`config.mk`:
```
export PLATFORM = sky130hd
export DESIGN_NAME = pipe_skid_reader
export DESIGN_NICKNAME = d
export VERILOG_FILES = /design/src/rtl/pipe_skid_reader.sv
export SDC_FILE = /design/constraint.sdc
export NUM_CORES = 1
export LEC_CHECK = 0
export CAP_MARGIN = 20
export CORE_ASPECT_RATIO = 1.4
export CORE_MARGIN = 4
export CORE_UTILIZATION = 43
export CTS_CLUSTER_DIAMETER = 40
export CTS_CLUSTER_SIZE = 25
export DETAILED_ROUTE_END_ITERATION = 8
export PLACE_DENSITY = 0.75
export REMOVE_ABC_BUFFERS = 1
export SYNTH_ARGS = -nofsm -noshare
export SYNTH_HDL_FRONTEND = slang
export SYNTH_SLANG_ARGS = --single-unit
```
`constraint.sdc`:
```
create_clock -name Clk -period 16.4 [get_ports Clk]
set_clock_uncertainty 0.1 [all_clocks]
set_input_delay 1.64 -clock Clk [delete_from_list [all_inputs] [get_ports Clk]]
set_output_delay 1.64 -clock Clk [all_outputs]
set_load 0.03 [all_outputs]
```
`src/rtl/pipe_skid_reader.sv`:
```
// Two-entry skid buffer between an upstream pipeline register and a ready/valid consumer.
// Optional stall-cycle statistics counter enabled by defining PIPE_SKID_STATS_EN.
module pipe_skid_reader #(
  parameter int unsigned WIDTH = 128
`ifdef PIPE_SKID_STATS_EN
  , parameter int unsigned CNT_W = 32
`endif
) (
  input  logic             Clk,
  input  logic             Reset,
  input  logic [WIDTH-1:0] in_data,
  input  logic             in_valid,
  output logic             stall_out,
  input  logic             flush,
  output logic [WIDTH-1:0] out_data,
  output logic             out_valid,
  input  logic             out_ready
`ifdef PIPE_SKID_STATS_EN
  , output logic [CNT_W-1:0] stall_cycles
`endif
);

  typedef enum logic [1:0] {
    EMPTY = 2'd0,
    BUSY  = 2'd1,
    FULL  = 2'd2
  } state_e;

  state_e           state_q, state_d;
  logic [WIDTH-1:0] main_q, main_d;
  logic [WIDTH-1:0] skid_q, skid_d;
  logic             valid_q, valid_d;
  logic             stall_q, stall_d;
  logic             accept;
  logic             out_fire;

  assign accept   = in_valid & ~stall_q;
  assign out_fire = valid_q & out_ready;

  // Flag registers are loaded from the next state so outputs never decode comb logic.
  always_ff @(posedge Clk or posedge Reset) begin
    if (Reset) begin
      state_q <= EMPTY;
      main_q  <= '0;
      skid_q  <= '0;
      valid_q <= 1'b0;
      stall_q <= 1'b0;
    end else begin
      state_q <= state_d;
      main_q  <= main_d;
      skid_q  <= skid_d;
      valid_q <= valid_d;
      stall_q <= stall_d;
    end
  end

  always_comb begin
    state_d = state_q;
    main_d  = main_q;
    skid_d  = skid_q;
    unique case (state_q)
      EMPTY: begin
        if (accept) begin
          state_d = BUSY;
          main_d  = in_data;
        end
      end
      BUSY: begin
        if (accept && out_fire) begin
          main_d = in_data;
        end else if (accept) begin
          state_d = FULL;
          skid_d  = in_data;
        end else if (out_fire) begin
          state_d = EMPTY;
        end
      end
      FULL: begin
        if (out_fire) begin
          state_d = BUSY;
          main_d  = skid_q;
        end
      end
      default: state_d = EMPTY;
    endcase
    // Flush only resets occupancy; stale payload in main/skid is harmless.
    if (flush) begin
      state_d = EMPTY;
    end
    valid_d = (state_d != EMPTY);
    stall_d = (state_d == FULL);
  end

  assign out_data  = main_q;
  assign out_valid = valid_q;
  assign stall_out = stall_q;

`ifdef PIPE_SKID_STATS_EN
  logic [CNT_W-1:0] stall_cnt_q;

  // Saturating count of stalled cycles; only Reset clears it.
  always_ff @(posedge Clk or posedge Reset) begin
    if (Reset) begin
      stall_cnt_q <= '0;
    end else if (stall_q && (stall_cnt_q != {CNT_W{1'b1}})) begin
      stall_cnt_q <= stall_cnt_q + CNT_W'(1);
    end
  end

  assign stall_cycles = stall_cnt_q;
`endif

endmodule

```
==> metrics, run 1 <==
outcome finished, final reports clean; crit path DAT 4.31 ns; CP Class input port to flip-flop; Hold-fix buffers, CTS 0; Core ar. 27000 µm²; fin. max-slew vios 0; sequential fraction of the synthesis area 0.551; CP endpoint kind flip-flop; unrepaired setup endpoints after global routing no; Critical-path top delay cell buf_4; Final Hold Vio Count 0; share of cells above drive strength 1 0.429; post-route worst setup slack 12.37 ns; largest net degree at the start of global routing 123; initial antenna violation count 1; Unique masters post-synth 26; Hold Path Class flip-flop to flip-flop; vias in the first global route 7443; post-DR wirelength/cell 19.5 µm; cell mode on critical path buf_4; Die H 204 µm; Worst path max stage delay 0.75 ns; Worst-path clk slew 0.05 ns; total CTS buffers 34; Worst R2R Setup Slack 13.45 ns; drc violations 0; PortBufs 262; Mapped Avg Cell Area 16.8 µm²; nets 1103; Die ar. 30200 µm²; R2R depth 6; Worst Setup EP out_data[8]$_DFFE_PP0P_; CTS resizes 0; worst endpoint required time 16.68 ns; total stage count of the critical path 6; setup TNS 0 ns; DRT Pass-1 Iters 4; Max Cap Violations 0; row count 71; H-Tree Depth 2; GR Util met3 0.0368; worst-path maximum fanout 44; starting DRC count in detailed routing 173; routed vias 6748; Die W 148 µm; Yosys reg bits 260; GR Overflow Total 0; gr usage total 0.173; post-route core utilization 0.581; Mapped Cells 705; Worst setup startpoint in_valid; M1 GR Usage 0.203; area delta synth->final 32.9%; post-route minimum period 4.03 ns; global-route wire length before repair 41800 µm; Starting Density 0.438; synthesized area 11800 µm²; WP buf/inv 3; top cell family by delay on the critical path buffers and inverters; met2 Use GR 0.309; CTS root buf clkbuf_16; Pleak 6.66 nW; Post CTS Setup Buffer Count 0; crit path launch type input port; Synth Warn # 0; worst r2r dst out_data[8]$_DFFE_PP0P_; Placement Setup Slack 11.86 ns; Detailed Place HPWL 17500 µm; number of I/O pins 263; drt total wl 26600 µm; routability-driven placement congestion ratio 0.760; Clk Latency, worst-skew pair 0.49 ns; slew margin rel. 0.297; Least-Margin Pin Slew 1.05 ns; CTS Buffer Depth 3; Detail Route Antenna Nets 0; vias per inst 4.95; Most Used Layer, Global Route met2; Final Setup Violations 0; Tcrit/Tclk final 0.245; Total Power 0.00270 W; CTS tree yes; Clock Sink Count 260; f_max 248 MHz; peak supply drop 0.118 mV; R2R Path Start state_q[0]$_DFF_PP0_; CP Cell Sequence clkdlybuf4s50_1 > or3b_4 > o22ai_4 > buf_4 > buf_4 > mux2_2; PD cells 172 nW/µm²
## per-stage QoR
stage	area (µm²)	std cells	hold slack, ns
after CTS	15700	1361	0.390
final	15700	1362	0.385
after detailed placement	14500	1299	0.378
after floorplan	11300	662	0.359
after global placement	14500	1298	0.367
after global routing	15700	1362	0.408
## flip-flops by register name, indices dropped and copies added, names as in the netlist
signal / count
out_valid: 1
stall_out: 1
out_data: 128
state_q: 2
skid_q: 128
## power breakdown
group / switching, W / internal, W / leakage [nW]
clock: 0.000290 / 0.000461 / 0.562
combinational: 0.000423 / 0.000494 / 3.04
sequential: 0.000137 / 0.000899 / 3.07
total: 0.000850 / 0.00185 / 6.66
## area by class of cell
class | instances | area [µm²]
fill | 2212 | 11300
sequential | 260 | 6510
multi-input combinational | 401 | 4850
timing repair buffer | 272 | 2710
clock buffer | 43 | 978
tap | 365 | 457
clock inverter | 19 | 190
inverter | 1 | 11.3
antenna | 1 | 2.50
## worst min-delay path by stage
stage	start	to	cells past startpoint
CTS	skid_q[39]$_DFFE_PP0P_	skid_q[39]$_DFFE_PP0P_	1
finish	skid_q[39]$_DFFE_PP0P_	skid_q[39]$_DFFE_PP0P_	1
floorplan	skid_q[39]$_DFFE_PP0P_	skid_q[39]$_DFFE_PP0P_	1
detailed placement	skid_q[39]$_DFFE_PP0P_	skid_q[39]$_DFFE_PP0P_	1
global route	skid_q[101]$_DFFE_PP0P_	skid_q[101]$_DFFE_PP0P_	1
global placement	skid_q[44]$_DFFE_PP0P_	skid_q[44]$_DFFE_PP0P_	1
## layer usage
| metal | share of wire | vias up |
|---|---|---|
| li1 | - | 3074 |
| met1 | 0.39 | 3446 |
| met2 | 0.53 | 174 |
| met3 | 0.047 | 54 |
| met4 | 0.036 | 0 |
| met5 | 0 | - |
## cells by family (layout without fill, tap and decap cells)
logic type	after synthesis	in the layout	synth area share
muxes	384	384	0.398
other	0	1	0
and+or+nand+nor	10	10	0.00551
AOI/OAI and AO/OA	7	7	0.00625
buffers and inverters	44	335	0.0399
DFF	260	260	0.551
## worst reg2reg max path, stage by stage, from the launching register on
cell and delay [ns]:
dfrtp_1 0.46, nand2b_1 0.18, buf_4 0.27, o22ai_4 0.19, buf_4 0.45, buf_4 0.78
mux2_2 0.43
## synthesized netlist by cell type, drive strengths merged
cell type  count  area, µm²
mux2         384       4700
dfrtp        260       6510
buf           40        457
clkbuf         3       11.3
a221oi         2       17.5
nand2          2       7.51
nor2b          2       12.5
a21boi         1       18.8
a21oi          1       5.00
inv            1       3.75
nand2b         1       6.26
nand3          1       5.00
nand3b         1       7.51
nor3           1       5.00
nor4bb         1       10.0
o21ai          1       5.00
o21bai         1       7.51
o22ai          1       20.0
or3b           1       11.3
## cells in the final DEF (no fill, tap or decap), types with 2 or more instances in the layout
cell type / count
bufinv_16: 2
clkinv_2: 4
clkinv_4: 3
a221oi_1: 2
clkdlybuf4s50_1: 262
mux2_1: 31
buf_4: 9
dfrtp_1: 260
clkbuf_1: 3
nand2_1: 2
inv_8: 2
clkbuf_8: 3
clkinvlp_4: 5
mux2_2: 253
clkbuf_16: 37
inv_6: 4
mux2_4: 100
Power figures use the tool's default switching activity.
==> run 2, diff against run 1 <==
==> constraint.sdc (replaced) <==
create_clock -name Clk -period 4.1 [get_ports Clk]
set_clock_uncertainty 0.1 [all_clocks]
set_input_delay 0.41 -clock Clk [delete_from_list [all_inputs] [get_ports Clk]]
set_output_delay 0.41 -clock Clk [all_outputs]
set_load 0.03 [all_outputs]
==> run 2 against run 1 <==
Setup slack lost 11 ns. Sequential cell count is the same. Largest power group unchanged. Wire length shrank 1.4%. Critical path type is now flip-flop to flip-flop. Sequential share of layout area shrank 0.092 points. Critical endpoint is now out_data[2]$_DFFE_PP0P_. Core utilization grew 0.13 points. Final cell count shrank 0.15%. Highest routed layer unchanged.
==> metrics, run 2 (synthesis gave the netlist of run 1 again) <==
Tcrit/Tclk final 0.598; nets 1102; Clock Sink Count 260; DRT Pass-1 Iters 4; CTS root buf clkbuf_16; Worst-path clk slew 0.07 ns; slew margin rel. 0.411; Core ar. 27000 µm²; unrepaired setup endpoints after global routing no; setup TNS 0 ns; global-route wire length before repair 41200 µm; drt total wl 26200 µm; largest net degree at the start of global routing 107; PortBufs 262; CP Class flip-flop to flip-flop; Post CTS Setup Buffer Count 0; crit path DAT 2.79 ns; fin. max-slew vios 0; post-DR wirelength/cell 19.3 µm; worst-path maximum fanout 53; vias per inst 5.00; share of cells above drive strength 1 0.430; outcome finished, final reports clean; H-Tree Depth 1; worst r2r dst out_data[2]$_DFFE_PP0P_; Least-Margin Pin Slew 0.884 ns; GR Overflow Total 0; f_max 408 MHz; Hold-fix buffers, CTS 0; post-route minimum period 2.45 ns; most frequent cells in the layout clkdlybuf4s50_1, dfrtp_1, mux2_2; Clk Latency, worst-skew pair 0.56 ns; area delta synth->final 33.2%; Die W 148 µm; row count 71; CTS tree yes; worst endpoint required time 4.44 ns; initial antenna violation count 2; gr usage total 0.170; CTS Buffer Depth 3; routed vias 6797; Worst R2R Setup Slack 1.65 ns; Max Cap Violations 0; Die H 204 µm; Final Hold Vio Count 0; CP endpoint kind flip-flop; post-route core utilization 0.583; most common cell after layout, fill and taps aside clkdlybuf4s50_1; R2R depth 4; Detailed Place HPWL 17500 µm; Detail Route Antenna Nets 0; Total Power 0.0107 W; crit path launch type flip-flop; Pleak 6.68 nW; Fill cells 2207; Starting Density 0.438; total CTS buffers 30; drc violations 0; PD cells 680 nW/µm²; Die ar. 30200 µm²; peak supply drop 0.398 mV; Final Setup Violations 0; vias in the first global route 7424; CTS resizes 0; starting DRC count in detailed routing 154; number of I/O pins 263; R2R Path Start state_q[1]$_DFF_PP0_; Hold Path Class input port to asynchronous set/reset pin; routability-driven placement congestion ratio 0.775
## run 2: changes by cell type in the layout (fill, tap and decap cells not counted), sizes merged
cell      delta
clkbuf      -12
buf          +3
clkinvlp     -3
diode        +1
bufinv       +1
clkinv       +1
inv          +7
## run 2: worst max path at each step
stage / start / endpoint / slack (ns) / cells after the start
after floorplan: Reset / out_data[0]$_DFFE_PP0P_ / -3.57 / 1
after global placement: in_valid / out_data[2]$_DFFE_PP0P_ / 1.29 / 5
after detailed placement: in_valid / out_data[3]$_DFFE_PP0P_ / 1.28 / 5
after CTS: state_q[1]$_DFF_PP0_ / out_data[3]$_DFFE_PP0P_ / 1.63 / 4
after global routing: state_q[1]$_DFF_PP0_ / out_data[2]$_DFFE_PP0P_ / 1.54 / 4
final: state_q[1]$_DFF_PP0_ / out_data[2]$_DFFE_PP0P_ / 1.65 / 4
## run 2: per-layer routing
layer | GRT usage | share of wire | vias to the layer above
met3 | 0.0304 | 0.045 | 43
met2 | 0.310 | 0.53 | 163
met1 | 0.200 | 0.39 | 3504
li1 | - | - | 3087
met5 | 0 | 0 | -
met4 | 0.0631 | 0.030 | 0
## run 2: where the power goes
| part | total, W | switching [W] | leakage (nW) | internal [W] |
|---|---|---|---|---|
| Combinational | 0.00370 | 0.00171 | 3.08 | 0.00199 |
| Clock | 0.00288 | 0.00123 | 0.532 | 0.00165 |
| Sequential | 0.00412 | 0.000529 | 3.07 | 0.00359 |
| Total | 0.0107 | 0.00348 | 6.68 | 0.00723 |
## run 2: worst max-delay path, stage by stage (launching register included)
cell and delay (ns):
dfrtp_1 0.47, or3b_4 0.44, o22ai_4 0.47, buf_12 0.37
mux2_2 0.38
## run 2: stage by stage
| step | worst slack [ns] | area [µm²] | hold slack [ns] | instances |
|---|---|---|---|---|
| final | 1.65 | 15700 | 0.266 | 1360 |
| after global routing | 1.54 | 15700 | 0.328 | 1360 |
| after CTS | 1.63 | 15700 | 0.302 | 1358 |
| after detailed placement | 1.28 | 14600 | 0.374 | 1302 |
| after global placement | 1.29 | 14600 | 0.367 | 1302 |
| after floorplan | -3.57 | 11300 | 0.359 | 662 |
## run 2: cell type report
| cell class | count | area, µm² | share of cell area |
|---|---|---|---|
| flip-flops and latches | 260 | 6510 | 0.413 |
| clock buffers | 31 | 776 | 0.0493 |
| repair buffers | 275 | 2810 | 0.178 |
| inverters | 1 | 11.3 | 0.000716 |
| multi-input cells | 401 | 4850 | 0.308 |
| clock inverters | 25 | 328 | 0.0208 |
| diodes | 2 | 5.00 | 0.000318 |
| well taps | 365 | 457 | 0.0290 |
